### config.mk
export PLATFORM = sky130hd
export DESIGN_NAME = scan_chain_seq_flat
export DESIGN_NICKNAME = d
export VERILOG_FILES = /design/src/rtl/scan_chain_seq_if.sv /design/src/rtl/scan_chain_seq.sv /design/src/flat_wrapper.sv
export SDC_FILE = /design/constraint.sdc
export NUM_CORES = 1
export LEC_CHECK = 0
export CAP_MARGIN = 0
export CORE_MARGIN = 2
export CORE_UTILIZATION = 30
export DETAILED_ROUTE_END_ITERATION = 6
export PLACE_DENSITY_LB_ADDON = 0.12
export SLEW_MARGIN = 10
export SYNTH_ARGS = -nofsm -noshare
export SYNTH_HDL_FRONTEND = slang
export SYNTH_SLANG_ARGS = --single-unit
### constraint.sdc
create_clock -name CLK -period 3.74 [get_ports CLK]
set_clock_uncertainty 0.2 [all_clocks]
set_input_delay 0.748 -clock CLK [delete_from_list [all_inputs] [get_ports CLK]]
set_output_delay 0.748 -clock CLK [all_outputs]
set_load 0.005 [all_outputs]
### src/rtl/scan_chain_seq_if.sv
// Bus between the test controller/scan chain and the scan_chain_seq sequencer.
// SIG exists only when SCAN_CHAIN_SEQ_SISR_EN is defined.
interface scan_chain_seq_if #(
    parameter int CHAIN_LEN = 16
);
    logic                 START;
    logic [CHAIN_LEN-1:0] PAT_IN;
    logic [CHAIN_LEN-1:0] EXP_IN;
    logic                 SO;
    logic                 SE;
    logic                 SI;
    logic                 BUSY;
    logic                 DONE;
    logic                 PASS;
    logic [CHAIN_LEN-1:0] CAP_OUT;
`ifdef SCAN_CHAIN_SEQ_SISR_EN
    logic [15:0]          SIG;
`endif

    modport master (
        output START, PAT_IN, EXP_IN, SO,
`ifdef SCAN_CHAIN_SEQ_SISR_EN
        input  SIG,
`endif
        input  SE, SI, BUSY, DONE, PASS, CAP_OUT
    );

    modport slave (
        input  START, PAT_IN, EXP_IN, SO,
`ifdef SCAN_CHAIN_SEQ_SISR_EN
        output SIG,
`endif
        output SE, SI, BUSY, DONE, PASS, CAP_OUT
    );
endinterface

### src/rtl/scan_chain_seq.sv
// Scan sequencer: serial load, one capture cycle, serial unload and compare.
// Optional serial signature register enabled by defining SCAN_CHAIN_SEQ_SISR_EN.
module scan_chain_seq #(
    parameter int CHAIN_LEN = 16
) (
    input logic           CLK,
    input logic           RST,
    scan_chain_seq_if.slave bus
);
    localparam int CNT_W = $clog2(CHAIN_LEN);
    localparam logic [CNT_W-1:0] CNT_LAST = CNT_W'(CHAIN_LEN - 1);

    typedef enum logic [2:0] {
        ST_IDLE,
        ST_SHIFT_IN,
        ST_CAPTURE,
        ST_SHIFT_OUT,
        ST_FINISH
    } state_t;

    state_t               state_q, state_d;
    logic [CNT_W-1:0]     cnt_q, cnt_d;
    logic [CHAIN_LEN-1:0] pat_q, pat_d;
    logic [CHAIN_LEN-1:0] exp_q, exp_d;
    logic [CHAIN_LEN-1:0] cap_q, cap_d;
    logic                 pass_q, pass_d;
    logic                 se_q, se_d;
    logic                 si_q, si_d;
    logic                 busy_q, busy_d;
    logic                 done_q, done_d;

    always_comb begin
        state_d = state_q;
        cnt_d   = cnt_q;
        pat_d   = pat_q;
        exp_d   = exp_q;
        cap_d   = cap_q;
        pass_d  = pass_q;
        case (state_q)
            ST_IDLE: begin
                if (bus.START) begin
                    pat_d   = bus.PAT_IN;
                    exp_d   = bus.EXP_IN;
                    cap_d   = '0;
                    pass_d  = 1'b0;
                    cnt_d   = '0;
                    state_d = ST_SHIFT_IN;
                end
            end
            ST_SHIFT_IN: begin
                if (cnt_q == CNT_LAST) begin
                    cnt_d   = '0;
                    state_d = ST_CAPTURE;
                end else begin
                    cnt_d = cnt_q + 1'b1;
                end
            end
            ST_CAPTURE: state_d = ST_SHIFT_OUT;
            ST_SHIFT_OUT: begin
                // SO still shows the bit that this edge's shift will push out.
                cap_d[cnt_q] = bus.SO;
                if (cnt_q == CNT_LAST) begin
                    cnt_d   = '0;
                    pass_d  = (cap_d == exp_q);
                    state_d = ST_FINISH;
                end else begin
                    cnt_d = cnt_q + 1'b1;
                end
            end
            ST_FINISH: state_d = ST_IDLE;
            default:   state_d = ST_IDLE;
        endcase

        // Chain controls are registered from next-state so they never glitch on START/SO.
        se_d   = (state_d == ST_SHIFT_IN) || (state_d == ST_SHIFT_OUT);
        si_d   = (state_d == ST_SHIFT_IN) && pat_d[cnt_d];
        busy_d = (state_d != ST_IDLE);
        done_d = (state_d == ST_FINISH);
    end

    always_ff @(posedge CLK) begin
        if (RST) begin
            state_q <= ST_IDLE;
            cnt_q   <= '0;
            pat_q   <= '0;
            exp_q   <= '0;
            cap_q   <= '0;
            pass_q  <= 1'b0;
            se_q    <= 1'b0;
            si_q    <= 1'b0;
            busy_q  <= 1'b0;
            done_q  <= 1'b0;
        end else begin
            state_q <= state_d;
            cnt_q   <= cnt_d;
            pat_q   <= pat_d;
            exp_q   <= exp_d;
            cap_q   <= cap_d;
            pass_q  <= pass_d;
            se_q    <= se_d;
            si_q    <= si_d;
            busy_q  <= busy_d;
            done_q  <= done_d;
        end
    end

    assign bus.SE      = se_q;
    assign bus.SI      = si_q;
    assign bus.BUSY    = busy_q;
    assign bus.DONE    = done_q;
    assign bus.PASS    = pass_q;
    assign bus.CAP_OUT = cap_q;

`ifdef SCAN_CHAIN_SEQ_SISR_EN
    logic [15:0] sig_q, sig_d;
    logic        sig_fb;

    always_comb begin
        sig_d  = sig_q;
        sig_fb = sig_q[15] ^ bus.SO;
        if ((state_q == ST_IDLE) && bus.START) begin
            sig_d = '0;
        end else if (state_q == ST_SHIFT_OUT) begin
            sig_d = {sig_q[14:0], 1'b0} ^ (sig_fb ? 16'h1021 : 16'h0000);
        end
    end

    always_ff @(posedge CLK) begin
        if (RST) begin
            sig_q <= '0;
        end else begin
            sig_q <= sig_d;
        end
    end

    assign bus.SIG = sig_q;
`endif
endmodule

### src/flat_wrapper.sv
// flat-port wrapper written by rule: the top's interface ports become plain ports
module scan_chain_seq_flat 
#(
    parameter int CHAIN_LEN = 16
)
  (CLK, RST, bus_START, bus_PAT_IN, bus_EXP_IN, bus_SO, bus_SE, bus_SI, bus_BUSY, bus_DONE, bus_PASS, bus_CAP_OUT);
  scan_chain_seq_if #(.CHAIN_LEN(CHAIN_LEN)) bus_i ();
  input logic CLK;
  input logic RST;
  input wire logic [$bits(bus_i.START)-1:0] bus_START;
  input wire logic [$bits(bus_i.PAT_IN)-1:0] bus_PAT_IN;
  input wire logic [$bits(bus_i.EXP_IN)-1:0] bus_EXP_IN;
  input wire logic [$bits(bus_i.SO)-1:0] bus_SO;
  output wire logic [$bits(bus_i.SE)-1:0] bus_SE;
  output wire logic [$bits(bus_i.SI)-1:0] bus_SI;
  output wire logic [$bits(bus_i.BUSY)-1:0] bus_BUSY;
  output wire logic [$bits(bus_i.DONE)-1:0] bus_DONE;
  output wire logic [$bits(bus_i.PASS)-1:0] bus_PASS;
  output wire logic [$bits(bus_i.CAP_OUT)-1:0] bus_CAP_OUT;
  assign bus_i.START = bus_START;
  assign bus_i.PAT_IN = bus_PAT_IN;
  assign bus_i.EXP_IN = bus_EXP_IN;
  assign bus_i.SO = bus_SO;
  assign bus_SE = bus_i.SE;
  assign bus_SI = bus_i.SI;
  assign bus_BUSY = bus_i.BUSY;
  assign bus_DONE = bus_i.DONE;
  assign bus_PASS = bus_i.PASS;
  assign bus_CAP_OUT = bus_i.CAP_OUT;
  scan_chain_seq #(.CHAIN_LEN(CHAIN_LEN)) u_core (.CLK(CLK), .RST(RST), .bus(bus_i));
endmodule
* Yosys cells after proc, flatten, opt, wreduce, memory -nomap -nowiden *
Index checks and enable logic that the tools add are counted.

operators by class
  add/subtract/negate cells = 1
  $mul = 0
  divide/modulo/power cells = 0
  magnitude comparators = 3
  eq/ne operators = 10
  shift operators = 0
  mux-type cells = 19
  bitwise gates (word level) = 0
  reductions and logical operators = 10

operator list
  kind                   number
  $mux W16               3
  $pmux W16 S2           1
  $bwmux W16             1
  $eq A16 B16 Y1         1
  $pmux W3 S4            1
  $lt A4 B5 Y1 const B   2
  $eq A3 B2 Y1 const B   3
  $mux W3                3
  $mux W4                2
  $pmux W4 S2            1
  $eq A3 B1 Y1 const B   2
  $add A4 B1 Y4 const B  1
  $bmux W1 S4            1
  $demux W1 S4           1
  $eq A4 B4 Y1 const B   1
  $ge A4 B1 Y1 const B   1
  $mux W1                4
  $reduce_and A2 Y1      2
  $eq A3 B3 Y1 const B   1
  $logic_not A3 Y1       1
  $reduce_and A3 Y1      1
  $reduce_bool A3 Y1     1
  $logic_and A1 B1 Y1    2
  $ne A2 B1 Y1 const B   1
  other kinds (5)        5

storage, ports and cells
  bits in registers = 60
  bits in latches = 0
  bits in writable memories = 0
  bits in read-only memories = 0
  input port bits = 36
  output and inout bits = 21
  word-level logic and storage cells = 53
  memories = 0

* Depth between registers and ports, before layout *
Gate-level depths: netlist (run 1).

  depth after elaboration = 8
  mapped depth = 9
  depth with buffers taken out = 8

* Least setup slack after synthesis (run 1) *
Ideal clock, no wire load.

  path kind = in2reg
  from = in bus_START
  to = reg u_core.si_q, in the netlist u_core.bus.SI
  setup time = 0.136 ns
  arrival time = 2.016 ns
  data required time = 3.404 ns
  setup slack = 1.389 ns
  stages = 7
  buffers on the path = 1
  cell sequence = or4b_4 -> buf_6 -> nand2_1 -> or3_2 -> o211ai_1 -> a2111oi_0 -> a211oi_1

on the way
  cells in the longest elaborated chain, start to end = 5
  elaborated cells between the ends (all ways) = 10
  classes of those cells = 1 x eq/ne; 8 x mux; 1 x reduce/logical

ends and longest elaborated chain
  what                                     RTL line               source
  start, declared                          flat_wrapper.sv:10     input wire logic [$bits(bus_i.START)-1:0] bus_START;
  $mux W4 or $mux W16 (tied branches)      scan_chain_seq.sv:41   if (bus.START) begin
  $pmux W4 S2 or $mux W16 (tied branches)  scan_chain_seq.sv:39   case (state_q)
  $bmux W1 S4                              scan_chain_seq.sv:76   si_d = (state_d == ST_SHIFT_IN) && pat_d[cnt_d];
  $mux W1 (not written as such)            scan_chain_seq.sv:76
  $logic_and A1 B1 Y1 *                    scan_chain_seq.sv:76
  end signal, assigned                     scan_chain_seq.sv:101  si_q <= si_d;
  end, declared                            scan_chain_seq.sv:28   logic si_q, si_d;

Mark *: on every way between the ends. The rest lies on a longest branch, timed or not. The select of a mux whose other input is x is not followed.
A chain may end at the register's enable or synchronous reset.

* Worst setup path after layout (run 1) *
  from = reg u_core.cnt_q[0]
  to = reg u_core.si_q, in the netlist u_core.bus.SI

on the way
  cells in the longest elaborated chain, start to end = 6
  elaborated cells between the ends (all ways) = 12
  classes of those cells = 1 x add/sub; 2 x eq/ne; 8 x mux; 1 x reduce/logical

ends and longest elaborated chain
  what                                           RTL line                                    source
  start, declared                                scan_chain_seq.sv:22                        logic [CNT_W-1:0] cnt_q, cnt_d;
  start signal, assigned                         scan_chain_seq.sv:95                        cnt_q <= cnt_d;
  $add A4 B1 Y4 or $eq A4 B4 Y1 (tied branches)  -
  $mux W4                                        scan_chain_seq.sv:51, scan_chain_seq.sv:62
  $pmux W4 S2                                    scan_chain_seq.sv:39
  $bmux W1 S4                                    scan_chain_seq.sv:76
  $mux W1 (not written as such)                  scan_chain_seq.sv:76
  $logic_and A1 B1 Y1 *                          scan_chain_seq.sv:76

Marks and branches as above.

==> results.ini, run 1 <==
[run]
drv_cap = 0

[drt]
wire_per_inst_um = 14.49
via_per_inst = 4.864
via_count = 2748
drt_iter0_markers = 144
dr.pass1.iters = 4
drc = 0
drt-total-wl_um = 8187
drtAntennaViolNets = 0

[setup_path]
critical_path.max_fanout = 13
cp-end-kind = flip-flop
setup.worst_path.start = u_core.cnt_q[0]$_SDFF_PP0_
arrival_ns = 2.88
rr_worst_depth = 7
critPathCapture = u_core.bus.SI$_SDFF_PP0_
crit_required_ns = 3.75
r2r_start = u_core.cnt_q[0]$_SDFF_PP0_
reg2reg_slack_ns = 0.88
r2r_end = u_core.bus.SI$_SDFF_PP0_
critPathKind = flip-flop to flip-flop
critPathLaunchType = flip-flop

[die]
die-area_mm2 = 0.01094
start_util_pct = 30.91
die_x_um = 104.6
coreArea_mm2 = 0.009819
die_h_um = 104.6
rows = 36
ios = 57

[sta]
fmax_mhz = 349.5
maxSlewHeadroom_pct = 28.82
layout_min_cycle_time_ns = 2.861
slew_violations = 0
final-setup-viol-count = 0
min_period_over_period_pct = 76.51
hold-worst-slack_ns = 0.2582
worst_pin_slew_ns = 1.068
finalSetupTns_ns = 0
rsz0062_at_grt = no
hold_viol = 0

[cells_and_area]
n_antenna_cell = 0
final_layout_size_suffix_gt1_share_pct = 6.481
nets = 467
synthToLayoutAreaGrowth_pct = 28.52

[logic_synthesis]
synth_top_area_share_pct = 39.57
postSynth.asyncResetShare_pct = 0
synth_nets = 423
synth.cell_area_mm2 = 0.003035
ys_ff_latch = 60
ys_seq_area_share_pct = 39.57
yosys.area.top_type = dfxtp_1
synth_area_leaders = dfxtp_1 (40%), nand2_1 (9.5%), a21oi_1 (8.4%)
synthCells = 383
avgSynthCellArea_um2 = 7.925
synthFlopType = dfxtp_1
synth-edff-count = 0
synth_cell_types = 46
yosys_warnings = 0

[clock_tree]
post_cts.repair.setup_buffers = 0
h-tree-depth = 3
cts.repair.resized = 0
tritoncts = built
clockRootBuffer = clkbuf_8
cts-hold-fix-buffers = 0
clkTransAtPathRegs_ns = 0.07
cts.sinks = 60
cts_buffers = 9
clock_path_buffers = 2
insertion_delay_ns = 0.34

[min_path]
hp-class = flip-flop to flip-flop

[pwr]
p_leak_nw = 1.438
finalPower_mw = 1.590
irDropWorstVdd_v = 0.0001230
powerDensity_mw_per_mm2 = 407.6

[global_route]
grt_use_total_pct = 15.42
grt_pass1_vias = 2507
grt_pass1_wl_um = 13350
grt_max_degree = 58
overflow = 0
antenna_found_initial = 0

[place]
portBuffers = 56
hpwl_um = 5704
gp_congestion = 0.7987

[outcome]
status = completed

-- flip-flops by register name, summed over array words and instances, names as in the netlist --
register / count
u_core.state_q: 3
u_core.bus.SI: 1
u_core.bus.SE: 1
u_core.bus.BUSY: 1
u_core.exp_q: 16
u_core.bus.PASS: 1
u_core.pat_q: 16
u_core.cnt_q: 4
u_core.bus.CAP_OUT: 16
u_core.bus.DONE: 1
-- kinds of logic (layout without fill, tap and decap cells) --
kind of cell	Yosys count	after routing	share of synthesized area [%]
AND/OR/NAND/NOR	157	157	24.98
AO/OA/AOI/OAI	100	100	19.29
flip-flops	60	60	39.57
buffers and inverters	32	81	5.235
XOR/XNOR	15	15	4.328
multiplexers	15	15	4.946
adder cells (fa/ha/maj)	4	4	1.649
-- cells in the mapped netlist, types with 4 or more instances --
library cell	count
nor2b_1	5
clkbuf_1	17
a211oi_1	4
o211ai_1	4
buf_6	4
buf_2	6
nand3b_1	7
nor2_1	25
and3_1	7
xnor2_1	6
dfxtp_1	60
a22oi_1	7
inv_1	4
nand2_1	77
mux2i_1	15
nor3_1	6
o21ai_0	17
xor2_1	9
nand3_1	7
a21oi_1	51
ha_1	4
-- critical path, stage by stage (launching register included) --
cell,delay [ns]
dfxtp_1,0.45
ha_1,0.51
nand3_1,0.25
and3_1,0.28
a21oi_1,0.43
a31oi_1,0.10
a2111oi_0,0.43
a211oi_1,0.08
-- report_power, final --
group	internal, mW	leakage [nW]	switching, mW
Clock	0.478	0.127	0.266
Combinational	0.0809	0.822	0.0840
Sequential	0.664	0.489	0.0174
-- placed cells by master (no fill, tap or decap), types with 9 or more instances in the layout --
cell type	Yosys	routed
clkdlybuf4s50_1	0	55
xor2_1	9	9
nor2_1	25	25
o21ai_0	17	17
nand2_1	77	77
a21oi_1	51	51
clkbuf_8	0	11
dfxtp_1	60	60
mux2i_1	15	15
-- metal layers --
layer | share of wire (%) | track usage [%] | vias up | routed length (um)
met4 | 2.1 | 7.333 | 0 | 173
met3 | 4.2 | 2.682 | 13 | 342
met1 | 50 | 22.30 | 1246 | 4117
met5 | 0 | 0 | - | 0
met2 | 43 | 22.04 | 69 | 3555
li1 | - | - | 1420 | -
-- metrics by stage --
stage	utilization, %	cell area, um^2	setup WS [ns]	instances
floorplan	-	3035	1.389	383
global placement	37.18	3651	0.6270	549
detailed placement	37.18	3651	0.5794	549
CTS	39.73	3901	0.8969	565
global route	39.73	3901	0.6190	565
finish	39.73	3901	0.8786	565
-- area by class of cell --
type | instances | area (um^2)
Multi-Input combinational cell | 291 | 1675
Clock buffer | 12 | 155.1
Tap cell | 133 | 166.4
Sequential cell | 60 | 1201
Clock inverter | 4 | 95.09
Inverter | 4 | 15.01
Timing Repair Buffer | 61 | 593.1
Fill cell | 1059 | 5918
-- worst min path at each step --
| stage | startpoint | end | slack (ns) | cells after the start |
|---|---|---|---|---|
| after floorplan | u_core.pat_q[12]$_SDFF_PP0_ | u_core.pat_q[12]$_SDFF_PP0_ | 0.23 | 2 |
| after global routing | u_core.pat_q[4]$_SDFF_PP0_ | u_core.pat_q[4]$_SDFF_PP0_ | 0.29 | 2 |
| final | u_core.pat_q[11]$_SDFF_PP0_ | u_core.pat_q[11]$_SDFF_PP0_ | 0.26 | 2 |
| after CTS | u_core.pat_q[11]$_SDFF_PP0_ | u_core.pat_q[11]$_SDFF_PP0_ | 0.26 | 2 |
| after detailed placement | u_core.pat_q[11]$_SDFF_PP0_ | u_core.pat_q[11]$_SDFF_PP0_ | 0.25 | 2 |
| after global placement | u_core.pat_q[0]$_SDFF_PP0_ | u_core.pat_q[0]$_SDFF_PP0_ | 0.25 | 2 |
(Power assumes the default switching activity.)
==> inputs of run 2 (changes only) <==
- clock period: 3.74 -> 2.3 ns (I/O delays scaled with it)
==> run 2 against run 1 <==
  * The run now ends with negative setup slack left
  * Global-route usage grew 0.96 points
  * Maximum frequency increased by 24%
  * First-iteration DRC count shrank 17%
  * Via count up 8.1%
  * Sequential cell count unchanged
  * Routed wire length is 4.7% higher
  * Setup slack got worse by 0.88 ns
  * Critical path depth is 1 higher
  * Total power increased by 72%
  * Die area did not move
  * Sequential share of layout area is 4.0 points lower
  * Cell count grew 10%
==> results.ini, run 2 (synthesized netlist as in run 1, its figures left out) <==
[cells_and_area]
stdcell_count = 623  ; was 565
multi_input_area_mm2 = 0.001783  ; was 0.001675 mm^2
final_cell_mix = nand2_1 (77), buf_4 (58), dfxtp_1 (55)  ; was nand2_1 (77), dfxtp_1 (60), clkdlybuf4s50_1 (55)
n_antenna_cell = 0  ; unchanged
nets = 525  ; was 467
synthToLayoutAreaGrowth_pct = 48.93  ; was 28.52%
seq_area_mm2 = 0.001212  ; was 0.001201 mm^2
design_area_mm2 = 0.004521  ; was 0.003901 mm^2
fillers = 1049  ; was 1059
final_common_cell = nand2_1  ; unchanged
utilization_pct = 46.04  ; was 39.73%
final_layout_size_suffix_gt1_share_pct = 21.84  ; was 6.481%

[drt]
drt-total-wl_um = 8572  ; was 8187 um
via_count = 2971  ; was 2748
wire_per_inst_um = 13.76  ; was 14.49 um
drtAntennaViolNets = 0  ; unchanged
via_per_inst = 4.769  ; was 4.864
drc = 0  ; unchanged
drt_iter0_markers = 119  ; was 144
dr.pass1.iters = 4  ; unchanged

[die]
die-area_mm2 = 0.01094  ; unchanged
start_util_pct = 30.91  ; unchanged
ios = 57  ; unchanged
rows = 36  ; unchanged
die_x_um = 104.6  ; unchanged
die_h_um = 104.6  ; unchanged
coreArea_mm2 = 0.009819  ; unchanged

[setup_path]
arrival_ns = 2.38  ; was 2.88 ns
critPathLaunchType = flip-flop  ; unchanged
critPathKind = flip-flop to flip-flop  ; unchanged
r2r_start = u_core.cnt_q[1]$_SDFF_PP0_  ; was u_core.cnt_q[0]$_SDFF_PP0_
path_cells = buf_6 -> ha_4 -> and3b_2 -> mux2i_2 -> xor2_1 -> nand4_1 -> or4_1 -> o21ai_1  ; was ha_1 -> nand3_1 -> and3_1 -> a21oi_1 -> a31oi_1 -> a2111oi_0 -> a211oi_1
cp_slowest_cell = or4_1  ; was ha_1
r2r_end = u_core.bus.PASS$_SDFFE_PP0P_  ; was u_core.bus.SI$_SDFF_PP0_
critical_path.max_fanout = 4  ; was 13
reg2reg_slack_ns = -0.006  ; was 0.88 ns
crit_buf_inv = 1  ; was 0
crit_required_ns = 2.37  ; was 3.75 ns
cp-end-kind = flip-flop  ; unchanged
cp.depth = 8  ; was 7
rr_worst_depth = 8  ; was 7
critPathCapture = u_core.bus.PASS$_SDFFE_PP0P_  ; was u_core.bus.SI$_SDFF_PP0_
cp_top_family = simple AND/OR/NAND/NOR gates  ; was compound AO/OA/AOI/OAI gates
slowest_delay_ns = 0.52  ; was 0.51 ns
setup.worst_path.start = u_core.cnt_q[1]$_SDFF_PP0_  ; was u_core.cnt_q[0]$_SDFF_PP0_

[run]
drv_cap = 0  ; unchanged

[sta]
final-setup-viol-count = 1  ; was 0
slew_violations = 0  ; unchanged
hold-worst-slack_ns = 0.2580  ; was 0.2582 ns
rsz0062_at_grt = yes  ; was no
hold_viol = 0  ; unchanged
fmax_mhz = 433.7  ; was 349.5 MHz
worst_slack_ns = -0.005563  ; was 0.8786 ns
finalSetupTns_ns = -0.005563  ; was 0 ns
layout_min_cycle_time_ns = 2.306  ; was 2.861 ns
min_period_over_period_pct = 100.2  ; was 76.51%
maxSlewHeadroom_pct = 62.05  ; was 28.82%
worst_pin_slew_ns = 0.5692  ; was 1.068 ns

[clock_tree]
cts.sinks = 60  ; unchanged
insertion_delay_ns = 0.34  ; about the same
clock_path_buffers = 2  ; unchanged
cts_buffers = 9  ; unchanged
clockRootBuffer = clkbuf_8  ; unchanged
h-tree-depth = 3  ; unchanged
tritoncts = built  ; unchanged
clkTransAtPathRegs_ns = 0.07  ; about the same

[outcome]
status = finished with violations  ; was completed
violations = negative setup slack

[place]
dpl-instance-area_mm2 = 0.004116  ; was 0.003651 mm^2
place_ws_ns = -0.3970  ; was 0.5794 ns
dp.cells = 606  ; was 549
portBuffers = 56  ; unchanged
hpwl_um = 6286  ; was 5704 um
gp_congestion = 0.8716  ; was 0.7987

[global_route]
grt_max_degree = 34  ; was 58
antenna_found_initial = 0  ; unchanged
grt_pass1_vias = 2908  ; was 2507
grt_use_total_pct = 16.38  ; was 15.42%
overflow = 0  ; unchanged
grt_pass1_wl_um = 14380  ; was 13350 um

[pwr]
powerDensity_mw_per_mm2 = 604.9  ; was 407.6 mW/mm^2
irDropWorstVdd_v = 0.0002231  ; was 0.0001230 V
p_leak_nw = 1.759  ; was 1.438 nW
finalPower_mw = 2.734  ; was 1.590 mW

[min_path]
hp-class = flip-flop to flip-flop  ; unchanged

run 2: cell types whose count changed in the layout (fill, tap and decap cells not counted), moves of 3 or more:
| cell | previous run | this run |
|---|---|---|
| buf_4 | 5 | 58 |
| dfxtp_1 | 60 | 55 |
| buf_12 | 0 | 3 |
| dfxtp_2 | 0 | 3 |
| ha_1 | 4 | 1 |
| ha_4 | 0 | 3 |
run 2: metal layers:
metal,routed length [um],global-route usage [%],vias to the layer above,part of all wire (%)
met1,4347,22.57,1369,51
met2,3742,25.35,60,44
met3,355,2.682,9,4.1
met5,0,0,-,0
li1,-,-,1533,-
met4,127,6.857,0,1.5
run 2: final cells by class:
cell class | instances | area share, %
timing repair buffer | 119 | 23.80
inverter | 4 | 0.3875
clock inverter | 4 | 2.657
multi-input combinational | 291 | 39.44
clock buffer | 12 | 3.211
sequential | 60 | 26.82
tap | 133 | 3.681
run 2: worst reg2reg max path, stage by stage, from the launching register on:
cell and delay, ns:
dfxtp_4 0.38, buf_6 0.10, ha_4 0.15, and3b_2 0.21, mux2i_2 0.23, xor2_1 0.17, nand4_1 0.14, or4_1 0.52
o21ai_1 0.13
run 2: worst min path at each step:
stage | startpoint | endpoint | depth (start not counted)
2_1_floorplan | u_core.pat_q[12]$_SDFF_PP0_ | u_core.pat_q[12]$_SDFF_PP0_ | 2
3_3_place_gp | u_core.pat_q[4]$_SDFF_PP0_ | u_core.pat_q[4]$_SDFF_PP0_ | 2
3_5_place_dp | u_core.pat_q[4]$_SDFF_PP0_ | u_core.pat_q[4]$_SDFF_PP0_ | 2
4_1_cts | u_core.pat_q[4]$_SDFF_PP0_ | u_core.pat_q[4]$_SDFF_PP0_ | 2
5_1_grt | RST | u_core.bus.BUSY$_SDFF_PP0_ | 3
6_report | u_core.pat_q[4]$_SDFF_PP0_ | u_core.pat_q[4]$_SDFF_PP0_ | 2
run 2: power by group:
| group | switching, mW | internal [mW] |
|---|---|---|
| Clock | 0.426 | 0.861 |
| Combinational | 0.158 | 0.183 |
| Sequential | 0.0291 | 1.08 |
run 2: repair_timing:
| action | 4_1_cts | 5_1_grt |
|---|---|---|
| hold buffers | 0 | 0 |
| gates resized for setup | 24 | 10 |
| endpoints found under the setup margin | 2 | 13 |
| pin swaps | 7 | 7 |
| setup buffers | 0 | 1 |
==> inputs of run 3 (changes only) <==
- CTS_CLUSTER_SIZE: unset -> 10
- MAX_ROUTING_LAYER: unset -> met4
- SKIP_CTS_REPAIR_TIMING: unset -> 1
==> run 3 against run 2 <==
  * The flow still finishes with violations (negative setup slack)
  * Cell count unchanged
  * Total power down 0.25%
  * Final area down 0.64%
  * Combinational power about the same
  * Clock power about the same
  * Non-clock buffer count unchanged
  * Sequential cell count unchanged
  * Setup slack worse by 0.094 ns
  * Sequential power about the same
  * Die area unchanged
  * Largest power group unchanged
==> results.ini, run 3 (synthesized netlist as in run 1, its figures left out) <==
[outcome]
status = finished with violations  ; unchanged
violations = negative setup slack  ; unchanged

[cells_and_area]
nets = 525  ; unchanged
final_layout_size_suffix_gt1_share_pct = 20.61  ; was 21.84%
final_cell_mix = nand2_1 (76), buf_4 (59), dfxtp_1 (55)  ; was nand2_1 (77), buf_4 (58), dfxtp_1 (55)
n_antenna_cell = 0  ; unchanged
seq_area_mm2 = 0.001212  ; unchanged
final_common_cell = nand2_1  ; unchanged
fillers = 1049  ; unchanged
utilization_pct = 45.74  ; was 46.04%
synthToLayoutAreaGrowth_pct = 47.98  ; was 48.93%
multi_input_area_mm2 = 0.001757  ; was 0.001783 mm^2

[sta]
fmax_mhz = 416.7  ; was 433.7 MHz
worst_slack_ns = -0.09967  ; was -0.005563 ns
hold_viol = 0  ; unchanged
final-setup-viol-count = 1  ; unchanged
min_period_over_period_pct = 104.3  ; was 100.2%
rsz0062_at_grt = yes  ; unchanged
hold-worst-slack_ns = 0.2576  ; was 0.2580 ns
worst_pin_slew_ns = 0.4444  ; was 0.5692 ns
maxSlewHeadroom_pct = 70.30  ; was 62.05%
slew_violations = 0  ; unchanged
layout_min_cycle_time_ns = 2.400  ; was 2.306 ns

[pwr]
combPwrFrac_pct = 12.4  ; about the same
sw_frac_of_total_pct = 22.24  ; was 22.41%
p_leak_nw = 1.757  ; was 1.759 nW
pwr-share-clk_pct = 47.1  ; about the same
power.switching_mw = 0.6066  ; was 0.6128 mW
irDropWorstVdd_v = 0.0002223  ; was 0.0002231 V
powerDensity_mw_per_mm2 = 607.2  ; was 604.9 mW/mm^2
seqPwrFrac_pct = 40.6  ; was 40.5%
internal_power_mw = 2.121  ; was 2.122 mW

[global_route]
grt_pass1_wl_um = 14210  ; was 14380 um
grt_use_total_pct = 16.64  ; was 16.38%
antenna_found_initial = 0  ; unchanged
use_met2_pct = 24.56  ; was 25.35%
grt_max_degree = 34  ; unchanged
gr-usage-met1_pct = 22.76  ; was 22.57%
overflow = 0  ; unchanged
grt_busiest_layer = met2  ; unchanged
use_met3_pct = 2.495  ; was 2.682%
grt_pass1_vias = 2875  ; was 2908

[drt]
via_per_inst = 4.740  ; was 4.769
drt-total-wl_um = 8525  ; was 8572 um
via_count = 2953  ; was 2971
drc = 0  ; unchanged
drtAntennaViolNets = 0  ; unchanged
wire_per_inst_um = 13.68  ; was 13.76 um
dr.pass1.iters = 4  ; unchanged
drt_iter0_markers = 97  ; was 119

[setup_path]
crit_required_ns = 2.37  ; about the same
critPathLaunchType = flip-flop  ; unchanged
critical_path.max_fanout = 5  ; was 4
arrival_ns = 2.47  ; was 2.38 ns
critPathKind = flip-flop to flip-flop  ; unchanged
cp-end-kind = flip-flop  ; unchanged

[die]
rows = 36  ; unchanged
die-area_mm2 = 0.01094  ; unchanged
ios = 57  ; unchanged
die_h_um = 104.6  ; unchanged
coreArea_mm2 = 0.009819  ; unchanged
start_util_pct = 30.91  ; unchanged
die_x_um = 104.6  ; unchanged

[clock_tree]
clock_path_buffers = 2  ; unchanged
h-tree-depth = 3  ; unchanged
tritoncts = built  ; unchanged
insertion_delay_ns = 0.34  ; about the same
cts.sinks = 60  ; unchanged
cts_buffers = 9  ; unchanged
clkTransAtPathRegs_ns = 0.07  ; about the same
clockRootBuffer = clkbuf_8  ; unchanged

[place]
hpwl_um = 6286  ; unchanged
gp_congestion = 0.8858  ; was 0.8716
portBuffers = 56  ; unchanged

[min_path]
hp-class = flip-flop to flip-flop  ; unchanged

[run]
drv_cap = 0  ; unchanged

## run 3: cell count changes in the layout (fill, tap and decap cells not counted), moves of 2 or more
| cell | change |
|---|---|
| mux2i_2 | -2 |
| a2111oi_2 | -2 |
| mux2i_1 | +2 |
| a2111oi_1 | +2 |
## run 3: worst paths after layout
path                            slack, ns                        from                      endpoint  cells after the start
worst max-delay path                 -0.1  u_core.cnt_q[0]$_SDFF_PP0_  u_core.bus.PASS$_SDFFE_PP0P_                      9
worst min-delay path                 0.26  u_core.pat_q[4]$_SDFF_PP0_    u_core.pat_q[4]$_SDFF_PP0_                      2
worst max register to register       -0.1  u_core.cnt_q[0]$_SDFF_PP0_  u_core.bus.PASS$_SDFFE_PP0P_                      9
worst min register to register       0.26  u_core.pat_q[4]$_SDFF_PP0_    u_core.pat_q[4]$_SDFF_PP0_                      2
## run 3: cell type report
type	count	share of cell area (%)
Tap cell	133	3.705
Sequential cell	60	26.99
Multi-Input combinational cell	291	39.11
Inverter	4	0.4178
Clock buffer	12	3.231
Clock inverter	4	2.674
Timing Repair Buffer	119	23.87
## run 3: per-stage QoR
| stage | TNS, ns | power, mW | std cells | cell area [um^2] | setup slack [ns] |
|---|---|---|---|---|---|
| 2_1_floorplan | 0 | 1.282 | 383 | 3035 | 0.06145 |
| 3_3_place_gp | -4.585 | 1.450 | 606 | 4116 | -0.3882 |
| 3_5_place_dp | -5.071 | 1.453 | 606 | 4116 | -0.3970 |
| 4_1_cts | -0.5236 | 2.741 | 622 | 4382 | -0.3184 |
| 5_1_grt | -0.2949 | 2.850 | 623 | 4492 | -0.1973 |
| 6_report | -0.09967 | 2.727 | 623 | 4492 | -0.09967 |
## run 3: worst max-delay path: stages (launching register included)
cell and delay, ns:
dfxtp_4 0.39, clkinvlp_4 0.14, ha_4 0.20, buf_6 0.11, nand3b_1 0.08, mux2i_1 0.21, xor2_1 0.18, nand4_1 0.15
or4_1 0.51, o21ai_1 0.15
## run 3: power groups by stage
stage          clock (mW)  sequential (mW)  combinational [mW]
6_report             1.28             1.11               0.337
5_1_grt              1.37             1.11               0.373
4_1_cts              1.31             1.11               0.326
3_5_place_dp            0             1.13               0.324
3_3_place_gp            0             1.13               0.321
2_1_floorplan           0             1.12               0.162
## run 3: per-layer routing
layer | part of all wire, % | wire [um]
met4 | 1.5 | 127
met2 | 44 | 3716
met5 | 0 | 0
met1 | 52 | 4391
met3 | 3.4 | 289
